**src/rtl/register_scoreboard_pkg.sv**
```systemverilog
// Shared types and constants for the integer register file and long-op scoreboard.
package register_scoreboard_pkg;

  localparam logic [4:0] REG_ZERO = 5'd0;

  typedef struct packed {
    logic       en;
    logic [4:0] addr;
  } register_read_in_type;

  typedef struct packed {
    logic zero;
    logic bypass;
    logic retiring;
  } register_read_out_type;

  typedef struct packed {
    logic       valid;
    logic       long_op;
    logic [4:0] waddr;
  } scoreboard_issue_type;

  typedef struct packed {
    logic       wren;
    logic       long_done;
    logic [4:0] waddr;
  } writeback_type;

  // Decodes how a read port is served this cycle relative to the writeback port.
  function automatic register_read_out_type classify_read(input register_read_in_type rd,
                                                          input writeback_type wb);
    register_read_out_type r;
    r.zero     = !rd.en || (rd.addr == REG_ZERO);
    r.bypass   = !r.zero && wb.wren && (wb.waddr == rd.addr);
    r.retiring = !r.zero && wb.long_done && (wb.waddr == rd.addr);
    return r;
  endfunction

endpackage

```
**src/rtl/register_scoreboard_if.sv**
```systemverilog
// Decode/writeback-facing signal bundle of the register scoreboard.
interface register_scoreboard_if #(
  parameter int XLEN = 32
);
  logic            rden1;
  logic            rden2;
  logic [4:0]      raddr1;
  logic [4:0]      raddr2;
  logic [XLEN-1:0] rdata1;
  logic [XLEN-1:0] rdata2;
  logic            stall;
  logic            issue_valid;
  logic            issue_long;
  logic [4:0]      issue_waddr;
  logic            issue_ready;
  logic            wb_wren;
  logic [4:0]      wb_waddr;
  logic [XLEN-1:0] wb_wdata;
  logic            wb_long_done;
  logic            flush;
  logic            busy;

  modport master (
    output rden1, rden2, raddr1, raddr2,
    output issue_valid, issue_long, issue_waddr,
    output wb_wren, wb_waddr, wb_wdata, wb_long_done, flush,
    input  rdata1, rdata2, stall, issue_ready, busy
  );

  modport slave (
    input  rden1, rden2, raddr1, raddr2,
    input  issue_valid, issue_long, issue_waddr,
    input  wb_wren, wb_waddr, wb_wdata, wb_long_done, flush,
    output rdata1, rdata2, stall, issue_ready, busy
  );
endinterface

```
**src/rtl/register_scoreboard_register_array.sv**
```systemverilog
// 31 x XLEN register storage, two async read ports, one write port; x0 hardwired to zero.
module register_array #(
  parameter int XLEN = 32
) (
  input  logic            clock,
  input  logic            wren,
  input  logic [4:0]      waddr,
  input  logic [XLEN-1:0] wdata,
  input  logic [4:0]      raddr1,
  input  logic [4:0]      raddr2,
  output logic [XLEN-1:0] rdata1,
  output logic [XLEN-1:0] rdata2
);
  import register_scoreboard_pkg::*;

  logic [XLEN-1:0] mem [1:31];

  // Storage is intentionally not reset; contents survive a pipeline reset.
  always_ff @(posedge clock) begin
    if (wren && (waddr != REG_ZERO)) begin
      mem[waddr] <= wdata;
    end
  end

  always_comb begin
    rdata1 = '0;
    rdata2 = '0;
    if (raddr1 != REG_ZERO) rdata1 = mem[raddr1];
    if (raddr2 != REG_ZERO) rdata2 = mem[raddr2];
  end

endmodule

```
**src/rtl/register_scoreboard.sv**
```systemverilog
// Register file plus pending-destination scoreboard for long-latency ops (load, div).
module register_scoreboard #(
  parameter int MAX_OUTSTANDING = 4,
  parameter int XLEN            = 32
) (
  input logic                  clock,
  input logic                  reset,
  register_scoreboard_if.slave bus
);
  import register_scoreboard_pkg::*;

  localparam int                CNT_W   = $clog2(MAX_OUTSTANDING + 1);
  localparam logic [CNT_W-1:0]  MAX_CNT = CNT_W'(MAX_OUTSTANDING);

  register_read_in_type  rd1, rd2;
  register_read_out_type rc1, rc2;
  scoreboard_issue_type  iss;
  writeback_type         wb;

  logic [XLEN-1:0]  arr_rdata1, arr_rdata2;
  logic [31:0]      pending;
  logic [CNT_W-1:0] outstanding;
  logic             accept, set_en, clr_en, stall1, stall2;

  assign rd1 = '{en: bus.rden1, addr: bus.raddr1};
  assign rd2 = '{en: bus.rden2, addr: bus.raddr2};
  assign iss = '{valid: bus.issue_valid, long_op: bus.issue_long, waddr: bus.issue_waddr};
  assign wb  = '{wren: bus.wb_wren, long_done: bus.wb_long_done, waddr: bus.wb_waddr};

  assign rc1 = classify_read(rd1, wb);
  assign rc2 = classify_read(rd2, wb);

  register_array #(.XLEN(XLEN)) u_array (
    .clock  (clock),
    .wren   (wb.wren),
    .waddr  (wb.waddr),
    .wdata  (bus.wb_wdata),
    .raddr1 (rd1.addr),
    .raddr2 (rd2.addr),
    .rdata1 (arr_rdata1),
    .rdata2 (arr_rdata2)
  );

  assign bus.rdata1 = rc1.zero ? '0 : (rc1.bypass ? bus.wb_wdata : arr_rdata1);
  assign bus.rdata2 = rc2.zero ? '0 : (rc2.bypass ? bus.wb_wdata : arr_rdata2);

  // A register retiring this cycle is served by the write-through bypass, so it does not stall.
  assign stall1    = !rc1.zero && pending[rd1.addr] && !rc1.retiring;
  assign stall2    = !rc2.zero && pending[rd2.addr] && !rc2.retiring;
  assign bus.stall = stall1 || stall2;

  assign bus.issue_ready = (outstanding != MAX_CNT);
  assign bus.busy        = (outstanding != '0);

  assign accept = iss.valid && bus.issue_ready && iss.long_op;
  assign set_en = accept && (iss.waddr != REG_ZERO);
  assign clr_en = wb.long_done && (wb.waddr != REG_ZERO);

  // Clear is applied before set so a new producer to the same register supersedes the old one.
  always_ff @(posedge clock or posedge reset) begin
    if (reset) begin
      pending <= '0;
    end else if (bus.flush) begin
      pending <= '0;
    end else begin
      if (clr_en) pending[wb.waddr]  <= 1'b0;
      if (set_en) pending[iss.waddr] <= 1'b1;
    end
  end

  always_ff @(posedge clock or posedge reset) begin
    if (reset) begin
      outstanding <= '0;
    end else if (bus.flush) begin
      outstanding <= '0;
    end else if (accept && !wb.long_done) begin
      outstanding <= outstanding + CNT_W'(1);
    end else if (!accept && wb.long_done && (outstanding != '0)) begin
      outstanding <= outstanding - CNT_W'(1);
    end
  end

  no_retire_underflow: assert property (@(posedge clock) disable iff (reset)
    !(wb.long_done && !accept && !bus.flush && (outstanding == '0)));

endmodule
```
**src/flat_wrapper.sv**
```systemverilog
// flat-port wrapper written by rule: the top's interface ports become plain ports
module register_scoreboard_flat import register_scoreboard_pkg::*;
#(
  parameter int MAX_OUTSTANDING = 4,
  parameter int XLEN            = 32
)
  (clock, reset, bus_rden1, bus_rden2, bus_raddr1, bus_raddr2, bus_issue_valid, bus_issue_long, bus_issue_waddr, bus_wb_wren, bus_wb_waddr, bus_wb_wdata, bus_wb_long_done, bus_flush, bus_rdata1, bus_rdata2, bus_stall, bus_issue_ready, bus_busy);
  register_scoreboard_if #(.XLEN(XLEN)) bus_i ();
  input logic clock;
  input logic reset;
  input wire logic [$bits(bus_i.rden1)-1:0] bus_rden1;
  input wire logic [$bits(bus_i.rden2)-1:0] bus_rden2;
  input wire logic [$bits(bus_i.raddr1)-1:0] bus_raddr1;
  input wire logic [$bits(bus_i.raddr2)-1:0] bus_raddr2;
  input wire logic [$bits(bus_i.issue_valid)-1:0] bus_issue_valid;
  input wire logic [$bits(bus_i.issue_long)-1:0] bus_issue_long;
  input wire logic [$bits(bus_i.issue_waddr)-1:0] bus_issue_waddr;
  input wire logic [$bits(bus_i.wb_wren)-1:0] bus_wb_wren;
  input wire logic [$bits(bus_i.wb_waddr)-1:0] bus_wb_waddr;
  input wire logic [$bits(bus_i.wb_wdata)-1:0] bus_wb_wdata;
  input wire logic [$bits(bus_i.wb_long_done)-1:0] bus_wb_long_done;
  input wire logic [$bits(bus_i.flush)-1:0] bus_flush;
  output wire logic [$bits(bus_i.rdata1)-1:0] bus_rdata1;
  output wire logic [$bits(bus_i.rdata2)-1:0] bus_rdata2;
  output wire logic [$bits(bus_i.stall)-1:0] bus_stall;
  output wire logic [$bits(bus_i.issue_ready)-1:0] bus_issue_ready;
  output wire logic [$bits(bus_i.busy)-1:0] bus_busy;
  assign bus_i.rden1 = bus_rden1;
  assign bus_i.rden2 = bus_rden2;
  assign bus_i.raddr1 = bus_raddr1;
  assign bus_i.raddr2 = bus_raddr2;
  assign bus_i.issue_valid = bus_issue_valid;
  assign bus_i.issue_long = bus_issue_long;
  assign bus_i.issue_waddr = bus_issue_waddr;
  assign bus_i.wb_wren = bus_wb_wren;
  assign bus_i.wb_waddr = bus_wb_waddr;
  assign bus_i.wb_wdata = bus_wb_wdata;
  assign bus_i.wb_long_done = bus_wb_long_done;
  assign bus_i.flush = bus_flush;
  assign bus_rdata1 = bus_i.rdata1;
  assign bus_rdata2 = bus_i.rdata2;
  assign bus_stall = bus_i.stall;
  assign bus_issue_ready = bus_i.issue_ready;
  assign bus_busy = bus_i.busy;
  register_scoreboard #(.MAX_OUTSTANDING(MAX_OUTSTANDING), .XLEN(XLEN)) u_core (.clock(clock), .reset(reset), .bus(bus_i));
endmodule
```
**config.mk**
```make
export PLATFORM = sky130hd
export DESIGN_NAME = register_scoreboard_flat
export DESIGN_NICKNAME = d
export VERILOG_FILES = /design/src/rtl/register_scoreboard_pkg.sv /design/src/rtl/register_scoreboard_if.sv /design/src/rtl/register_scoreboard_register_array.sv /design/src/rtl/register_scoreboard.sv /design/src/flat_wrapper.sv
export SDC_FILE = /design/constraint.sdc
export NUM_CORES = 1
export LEC_CHECK = 0
export CORE_ASPECT_RATIO = 1.2
export CORE_MARGIN = 5
export CORE_UTILIZATION = 45
export DETAILED_ROUTE_END_ITERATION = 6
export DONT_BUFFER_PORTS = 1
export PLACE_DENSITY = 0.67
export SYNTH_ARGS = -nofsm -noshare
export SYNTH_HDL_FRONTEND = slang
export SYNTH_SLANG_ARGS = --single-unit
```
**constraint.sdc**
```tcl
create_clock -name clock -period 2.8 [get_ports clock]
set_input_delay 0.28 -clock clock [delete_from_list [all_inputs] [get_ports clock]]
set_output_delay 0.28 -clock clock [all_outputs]
set_load 0.03 [all_outputs]
```
==> reports/results.ini <==
[global_route]
overflow = 0
antenna_found_initial = 5
grt_use_total_pct = 25.3
grt_pass1_wl_mm = 217
grt_pass1_vias = 30600
grt_max_degree = 300

[setup_path]
cp_top_family = multiplexers
crit_path_end_kind = primary output
worstPathRequired_ps = 2520
cp_max_fo = 299
cp-startpoint = bus_raddr1[0]
r2r_start = u_core.outstanding[2]
cp.arrival_ps = 2870
cp_slowest_cell = mux4_2
r2r_cells = 6
cp_num_buf_inv = 1
slowest_delay_ps = 1000
crit_chain = mux4_2 > mux2i_2 > mux2i_1 > a211oi_2 > nor3_2 > buf_4
crit_type = in2out
setup.worst_path.start_class = input pin
cp.depth = 6

[sta]
max_freq_ghz = 0.318
rsz0062_at_grt = true
setup_viol = 48
max_slew.worst_pin.slew_ps = 1530
worst_slack_ps = -346
fin_setup_tns_ps = -7930
finalClockSkew_ps = 7.21
hold_viol = 0
min_period_ps = 3150
slew_viol_final = 29
fin_crit_sh_pct = 112
max_slew_margin_pct = -1.99
hold-worst-slack_ps = 9.79

[yosys]
synthTopCellsByArea = edfxtp_1 (60%), mux4_2 (19%), mux2i_1 (5.7%)
synth_mux_area_share_pct = 26.3
yosys.area_share.simple_pct = 2.98
synth_area_sq_um = 49500
yosys_warnings = 0
synthCells = 2749
synth_seq_area_share_pct = 62.0
yosys_register_bits = 1027
synth_xor_area_share_pct = 0.195
async_flop_share_pct = 3.41
synth_top_family_by_area = multiplexers
synth-main-ff-cell = edfxtp_1
yosysMostFrequentCell = edfxtp_1
synth_cell_types = 57
synth_enable_flop_cells = 992
synth_top_area_share_pct = 60.2
syn-num-nets = 2811
yosys.area.top_type = edfxtp_1
synthAdderAreaFrac_pct = 0.0405
synth_compound_area_share_pct = 5.97
avgSynthCellArea_sq_um = 18.0
synthTopCellsByCount = edfxtp_1 (992), mux4_2 (423), mux2i_1 (280), nor2_1 (141), a211oi_1 (109)

[clock_tree]
clkLatencyLatePin_ps = 670
numClockSinks = 1027
clock_path_buffers = 3
cts_tree = done
cts_max_level = 3
clk_pin_slew_ps = 70
cts-root-buf = clkbuf_16
numCtsBuffers = 95

[routing]
dr.pass1.iters = 7
via_per_inst = 6.96
routedWlPerCell_um = 35.5
drc = 0
drt_iter0_markers = 3830
ant_nets = 0
num_vias = 30200
postRouteWirelength_mm = 154

[flow_run]
cap_violations = 1

[worst_hold_path]
worst_hold_path_type = in2reg
hp-start = bus_issue_waddr[0]
whs_path_depth = 4

[power]
ir_drop_mv = 0.471
leakage_uw = 0.0183
p_per_area_nw_per_um2 = 594

[placed_design]
dpl.cell_count = 4097
dp.final_hpwl_mm = 79.2
post_dp_cell_area_sq_um = 52300
gp_congestion = 0.814
port-buffer-count = 0
dp_slack_ps = 48.7

[die]
die_h_um = 373
pin_count = 128
die_area_sq_um = 117000
core_sq_um = 109000
rows = 133
die_width_um = 313
start_util_pct = 45.3

[layout]
layout.nets = 2897
fin_cells = 4332
layout-drive-gt1-share_pct = 33.7
area_growth_syn_to_layout_pct = 15.4
fillerInstances = 8429
finalInstanceArea_sq_um = 57100

[run_status]
status = finished, violations left
violations = max-capacitance violations, max-slew violations, negative setup slack

-- sequential cells by signal (all words and copies together) (netlist names) --
name	cells
u_core.u_array.mem	992
u_core.outstanding	3
u_core.pending	32
-- power by group --
group / switching (uW) / internal (uW) / total [uW]
Clock: 5790 / 7810 / 13600
Sequential: 93.6 / 17000 / 17100
Combinational: 1660 / 1520 / 3190
-- final timing paths --
kind / to / slack (ps)
max: bus_rdata1[26] / -350
min: u_core.pending[11] / 10
max reg2reg: u_core.pending[20] / 280
min reg2reg: u_core.pending[0] / 540
max in group asynchronous: u_core.pending[1] / 2300
min in group asynchronous: u_core.pending[7] / 160
-- per-layer routing --
| metal | routed length, um | up-vias | GRT usage [%] |
|---|---|---|---|
| met3 | 15500 | 394 | 4.91 |
| met5 | 12 | - | 0 |
| met1 | 55200 | 15900 | 32.5 |
| li1 | - | 11900 | - |
| met4 | 7010 | 2 | 10.5 |
| met2 | 76300 | 1968 | 42.3 |
-- cell type report --
cell class	count	area (sq um)	area share, %
Multi-Input combinational cell	1483	18800	32.8
Clock inverter	57	689	1.21
Sequential cell	1027	30700	53.7
Timing Repair Buffer	219	2650	4.64
Clock buffer	118	2530	4.43
Inverter	9	33.8	0.0592
Antenna cell	2	5.00	0.00877
Tap cell	1417	1770	3.11
-- worst reg2reg max path: cells and delay by family (launching register included) --
kind	cells	cell delay [ps]
simple gates	4	1620
flops	1	410
compound gates	1	220
buf+inv	1	190
-- cells in the final DEF (no fill, tap or decap), drive strengths merged, types with 31 or more instances in the layout --
| master | instances |
|---|---|
| dlygate4sd3 | 51 |
| a211o | 31 |
| buf | 163 |
| nand2 | 49 |
| a211oi | 109 |
| nor2 | 143 |
| nor3 | 40 |
| mux4 | 423 |
| a221o | 38 |
| mux2 | 63 |
| clkbuf | 123 |
| mux2i | 280 |
| a221oi | 79 |
| edfxtp | 992 |
| a21oi | 62 |
| o21ai | 44 |
| dfrtp | 35 |
| clkinv | 31 |
-- per-stage QoR --
stage               util [%]  power, uW
floorplan                  -      19700
global placement        47.8      20000
detailed placement      47.8      20000
CTS                     51.7      33800
global route            52.2      34800
finish                  52.2      33900
-- logic make-up after synthesis --
logic type,Yosys count
adder cells (fa/ha/maj),1
flip-flops,1027
multiplexers,766
AND/OR/NAND/NOR,314
XOR/XNOR,11
buffers and inverters,240
AO/OA/AOI/OAI,390
-- timing repair --
| action | in CTS | in global routing |
|---|---|---|
| resized for setup | 119 | 68 |
| gates cloned | 0 | 9 |
| hold buffers | 51 | 1 |
| setup endpoints to repair | 52 | 65 |
| hold endpoints to repair | 1062 | 2 |
| pin swaps | 56 | 42 |
| setup buffers | 5 | 3 |
Note: power is estimated with default switching activity, not from simulation.
